## config.mk

```make
export PLATFORM = sky130hd
export DESIGN_NAME = game_input_conditioner
export DESIGN_NICKNAME = d
export VERILOG_FILES = /design/src/rtl/game_input_conditioner.sv
export SDC_FILE = /design/constraint.sdc
export NUM_CORES = 1
export LEC_CHECK = 0
export ABC_CLOCK_PERIOD_IN_PS = 2400
export CORE_MARGIN = 2
export CORE_UTILIZATION = 61
export CTS_CLUSTER_SIZE = 24
export DETAILED_ROUTE_END_ITERATION = 8
export GPL_TIMING_DRIVEN = 1
export PLACE_DENSITY = 0.79
export SETUP_SLACK_MARGIN = 0.2
export SYNTH_ARGS = -nofsm -noshare
export SYNTH_HDL_FRONTEND = slang
export SYNTH_SLANG_ARGS = --single-unit
```

## constraint.sdc

```tcl
create_clock -name vga_clock -period 2.4 [get_ports vga_clock]
set_input_delay 0.36 -clock vga_clock [delete_from_list [all_inputs] [get_ports vga_clock]]
set_output_delay 0.36 -clock vga_clock [all_outputs]
set_load 0.01 [all_outputs]
```

## src/rtl/game_input_conditioner.sv

```systemverilog
// Input conditioning for the game controls: synchronises, debounces and arbitrates
// the slide switches, and turns the active-low buttons into clean levels plus press pulses.
module game_input_conditioner #(
    parameter int DEBOUNCE_CYCLES = 500000,
    parameter int CTR_W           = 20
) (
    input  logic vga_clock,
    input  logic reset,
    input  logic raw_left_switch,
    input  logic raw_right_switch,
    input  logic raw_jump_button,
    input  logic raw_start_button,
    output logic left_switch,
    output logic right_switch,
    output logic jump_button,
    output logic start_button,
    output logic jump_press,
    output logic start_press,
    output logic lr_conflict
);

    // Channel order {start, jump, right, left}: buttons idle high, switches idle low.
    localparam logic [3:0]       RST_VAL = 4'b1100;
    localparam logic [CTR_W-1:0] CNT_TC  = CTR_W'(DEBOUNCE_CYCLES - 1);

    logic [3:0]       raw_vec;
    logic [3:0]       sync_meta;
    logic [3:0]       sync_out;
    logic [3:0]       stable;
    logic [1:0]       btn_prev;
    logic [CTR_W-1:0] cnt [4];

    assign raw_vec = {raw_start_button, raw_jump_button, raw_right_switch, raw_left_switch};

    always_ff @(posedge vga_clock or negedge reset) begin
        if (!reset) begin
            sync_meta <= RST_VAL;
            sync_out  <= RST_VAL;
        end else begin
            sync_meta <= raw_vec;
            sync_out  <= sync_meta;
        end
    end

    // The counter only runs while the synchronised input disagrees with the accepted
    // value, and the terminal count both accepts the new value and clears, so it never wraps.
    for (genvar ch = 0; ch < 4; ch++) begin : g_chan
        always_ff @(posedge vga_clock or negedge reset) begin
            if (!reset) begin
                stable[ch] <= RST_VAL[ch];
                cnt[ch]    <= '0;
            end else if (sync_out[ch] == stable[ch]) begin
                cnt[ch] <= '0;
            end else if (cnt[ch] == CNT_TC) begin
                stable[ch] <= sync_out[ch];
                cnt[ch]    <= '0;
            end else begin
                cnt[ch] <= cnt[ch] + CTR_W'(1);
            end
        end
    end

    assign jump_button  = stable[2];
    assign start_button = stable[3];

    always_ff @(posedge vga_clock or negedge reset) begin
        if (!reset) begin
            btn_prev     <= RST_VAL[3:2];
            jump_press   <= 1'b0;
            start_press  <= 1'b0;
            lr_conflict  <= 1'b0;
            left_switch  <= 1'b0;
            right_switch <= 1'b0;
        end else begin
            btn_prev     <= stable[3:2];
            jump_press   <= btn_prev[0] & ~stable[2];
            start_press  <= btn_prev[1] & ~stable[3];
            lr_conflict  <= stable[0] & stable[1];
            left_switch  <= stable[0] & ~stable[1];
            right_switch <= stable[1] & ~stable[0];
        end
    end

endmodule
```

**Yosys cells after proc, flatten, opt, wreduce, memory -nomap -nowiden**

Index checks and enable logic that the tools add are counted.

- Logic and storage cells: 53
- Bits in registers: 99
- Bits of input ports: 6
- Output and inout bits: 7

- Reduce and logical (&&, ||, !) cells: 4
- Mux-type cells: 8
- Bitwise gates (word level): 13
- $add $sub $neg: 4
- Equal/unequal tests: 8

Operators by type and width:

| kind | number |
|---|---|
| 20-bit two-way mux | 8 |
| 20-bit by 1-bit adder with 20-bit output, second input constant | 4 |
| 20-bit by 19-bit == test with 1-bit output, second input constant | 4 |
| 1-bit inverter | 8 |
| 2-bit AND reduction | 4 |
| 1-bit AND | 5 |
| 1-bit == test | 4 |

**Longest topological paths before layout**

- Word-level depth: 3
- Mapped depth: 7
- Mapped depth without buffers: 5

**Least setup slack after synthesis**

Ideal clock, no wire load.

- Path type: reg-to-reg
- Start point: register cnt[12] (netlist bit)
- End point: register cnt[10] (netlist bit)
- Arrival: 1.825 ns
- Path buffers: 2
- Setup time: 0.119 ns
- Clock period less this slack: 1.944 ns
- Setup slack: 0.456 ns
- Stages on the path, launching flop included: 7
- Required time: 2.281 ns
- Cell sequence: dfrtp_1 -> or4b_2 -> nor3_1 -> a31o_2 -> buf_2 -> buf_4 -> nor2_1

- Cells in the longest elaborated chain, start to end: 3

Ends and longest elaborated chain:

| what | RTL line | RTL |
|---|---|---|
| from (decl) | 31 | `logic [CTR_W-1:0] cnt [4];` |
| from (signal, indexed assignment) | 58 | `cnt[ch] <= cnt[ch] + CTR_W'(1);` |
| 20-bit by 19-bit == test with 1-bit output | 54 | `end else if (cnt[ch] == CNT_TC) begin` |
| 20-bit two-way mux | 54 |  |
| 20-bit two-way mux | 52 | `end else if (sync_out[ch] == stable[ch]) begin` |

Every way passes these cells.
A chain may end at the register's enable or synchronous reset.

**Final worst setup path**

- Start point: register cnt[48] (netlist bit)
- End point: register cnt[57] (netlist bit)

- Cells in the longest elaborated chain, start to end: 3
- Elaborated cells between the ends (all ways): 4
- Those cells by class: add/sub: 1; eq/ne: 1; mux: 2

Ends and longest elaborated chain:

| what | RTL line |
|---|---|
| 20-bit by 1-bit adder with 20-bit output / 20-bit by 19-bit == test with 1-bit output (equally long branches) | 58, 54 |
| 20-bit two-way mux (*) | 54 |
| 20-bit two-way mux (*) | 52 |

Every way passes the cells marked *; elsewhere a longest branch is shown, timed or not.

==> metrics <==
status finished, final reports clean; GRT Util Overall 21.85%; Period minus WS final 2.076 ns; critical path endpoint category flop; DRT Pass-1 Iters 4; first-pass GRT wire length 14680 µm; top cell type's share of synthesized area 48.94%; Core Region 7331 µm²; WP buf/inv 0; reg-to-reg endpoint cnt[57]; synthesized net count 464; later-pin clock latency in the skew report 0.36 ns; FF+latch count, synth 99; CP max-delay cell or4_1; # IOs 13; vias in the first global route 3280; CP most frequent cell or4_1; CTS root buf clkbuf_8; Top delay family on crit path simple AND/OR/NAND/NOR gates; DP Worst Slack 0.3077 ns; Worst Min Path Start sync_meta[1]; Finished Layout Cells 575; worst path required time 2.69 ns; kind of critical path reg2reg; H-tree levels 3; largest net degree at the start of global routing 53; Min-Delay Path Class reg2reg; gp weighted congestion 0.8420; drt drc 0; postcts setup bufs 0; final wirelength 8363 µm; peak supply drop 0.0003789 V; Max Freq 481.8 MHz; Layout area overhead 9.438%; crit-path max cell delay 0.70 ns; Pins Over Slew Limit 0; total CTS buffers 9; CTS max path bufs 2; initial antenna violation count 0; Final Hold Slack 0.3559 ns; worst reg2reg startpoint cnt[48]; critical path, cell by cell nand3_2 > or4_1 > or4_1 > a21oi_1; # rows 31; WHS Path Cells 0; Mapped Cells 454; Cell Pwr Density 554.8 nW/µm²; diodes inserted 0; Slew @ Worst Pin 0.4849 ns; Final Skew 0.008432 ns; CP max FO 10; R2R setup slack 0.32 ns; Die Height 91.34 µm; Synth cell types 39; final worst-path cycle share 86.48%; Cell Area, Synth 4653 µm²; grt total ovfl 0; IO buf count 12; Hold Crit Endpoint sync_out[1]; post-route ant nets 0; Worst-path clk slew 0.09 ns; relative slew slack 67.57%; vias 3292; Final WS setup 0.3245 ns; Yosys top cell by area dfrtp_1; WL/cell 14.54 µm; Crit path arrival time 2.36 ns; Net count, final 481; CTS sink cnt 99; Mean Syn Cell Area 10.25 µm²; Vias/cell 5.725; Yosys Warn Count 0; sequential area share after synthesis 53.46%; Area contributors post-synth dfrtp_1 49%, xnor2_1 7.0%, nor2_1 5.6%; layout cell share with drive strength beyond 1 10.29%; DR iter-0 viols 87; worst r2r path cells 4; HPWL after DPL 5586 µm; RSZ-0062 raised after global routing false; final setup fails 0; max_cap viols 0; Fin. Hold Viols 0; full die area 8343 µm²; Pleak 0.002024 µW; kind of start point of the critical path flop; Starting Density 63.47%; sum of negative setup slack 0 ns; Post-Place Cells 558; chip width 91.34 µm; CTS tree yes
## metrics by stage
| stage | instance area, µm² | utilization, % | power, µW |
|---|---|---|---|
| after floorplan | 4653 | - | 1797 |
| after global placement | 4890 | 66.70 | 1853 |
| after detailed placement | 4890 | 66.70 | 1859 |
| after CTS | 5086 | 69.38 | 2862 |
| after global routing | 5092 | 69.47 | 2945 |
| final | 5092 | 69.47 | 2825 |
## worst max path at each step
| stage | startpoint | to | slack, ns | depth (start not counted) |
|---|---|---|---|---|
| 6_report | cnt[48] | cnt[57] | 0.32 | 4 |
| 5_1_grt | cnt[48] | cnt[57] | 0.23 | 4 |
| 4_1_cts | cnt[20] | cnt[38] | 0.28 | 5 |
| 3_5_place_dp | cnt[20] | cnt[38] | 0.31 | 5 |
| 3_3_place_gp | cnt[20] | cnt[38] | 0.42 | 5 |
| 2_1_floorplan | cnt[12] | cnt[10] | 0.46 | 6 |
## repair_timing
action,CTS,global route
resized for setup,0,1
hold endpoints to repair,23,0
hold buffers,1,0
endpoints found under the setup margin,0,9
## metal layers
metal	vias up	wire length [µm]	track usage, %
met4	0	102	8.586
met1	1604	3991	28.36
li1	1635	-	-
met2	46	3972	35.19
met5	-	0	0
met3	7	295	5.809
## flip-flops by register name, indices dropped and copies added (netlist names)
name and flops:
btn_prev 2, cnt 80, jump_button 1, jump_press 1, left_switch 1, lr_conflict 1
right_switch 1, stable 2, start_button 1, start_press 1, sync_meta 4, sync_out 4
## final cells by class
type | instances | area, µm²
Timing Repair Buffer | 19 | 185.2
Fill cell | 534 | 2238
Inverter | 20 | 75.07
Tap cell | 99 | 123.9
Multi-Input combinational cell | 322 | 2034
Clock inverter | 5 | 35.03
Sequential cell | 99 | 2487
Clock buffer | 11 | 151.4
## cells in the final DEF, fill, tap and decap left out, types with 2 or more instances in the layout
| cell | Yosys | routed |
|---|---|---|
| nor4b_1 | 5 | 5 |
| or3_1 | 9 | 9 |
| xor2_1 | 19 | 19 |
| nor4_1 | 15 | 14 |
| nor2_1 | 69 | 69 |
| and2_1 | 5 | 5 |
| inv_6 | 0 | 2 |
| nand2_1 | 18 | 18 |
| a31o_2 | 5 | 5 |
| nand4_1 | 20 | 20 |
| nor2b_1 | 4 | 4 |
| mux2_2 | 4 | 4 |
| inv_1 | 20 | 20 |
| a21oi_1 | 20 | 20 |
| and4_1 | 5 | 5 |
| nor3_1 | 12 | 12 |
| and3_1 | 7 | 7 |
| dfrtp_1 | 91 | 91 |
| clkinv_2 | 0 | 2 |
| o41ai_1 | 2 | 2 |
| nand3_1 | 26 | 26 |
| or4b_2 | 2 | 2 |
| clkdlybuf4s50_1 | 0 | 11 |
| dfstp_2 | 8 | 8 |
| o21ai_0 | 6 | 6 |
| buf_4 | 1 | 6 |
| clkbuf_8 | 0 | 11 |
| or4_1 | 10 | 10 |
| ha_1 | 4 | 4 |
| o31ai_1 | 9 | 9 |
| xnor2_1 | 37 | 37 |
## power breakdown
| part | leakage (µW) | internal [µW] | total, µW | switching, µW |
|---|---|---|---|---|
| clock | 0.0000961 | 437 | 1000 | 563 |
| combinational | 0.000593 | 37.7 | 111 | 73.8 |
| sequential | 0.00134 | 1690 | 1710 | 20.7 |
| total | 0.00202 | 2170 | 2830 | 658 |
## cell usage after synthesis, drive strengths merged
cell type  instances
dfrtp             91
nor2              69
xnor2             37
nand3             28
a21oi             20
inv               20
nand4             20
xor2              19
nand2             18
nor4              15
nor3              12
o31ai             10
or4               10
clkbuf             9
or3                9
dfstp              8
and3               7
o21ai              6
a31o               5
and2               5
and4               5
nor4b              5
buf                4
ha                 4
mux2               4
nor2b              4
o41ai              3
or4b               3
nand2b             1
nor4bb             1
or2                1
or3b               1
## logic make-up (layout without fill, tap and decap cells)
logic type	after synthesis	count (layout)	synth area share, %
buffers and inverters	33	55	2.958
flip-flops	99	99	53.46
AND/OR/NAND/NOR	214	214	24.58
XOR/XNOR	56	56	10.54
multiplexers	4	4	0.9679
adder cells (fa/ha/maj)	4	4	1.076
AO/OA/AOI/OAI	44	44	6.427
Power figures use the tool's default switching activity.
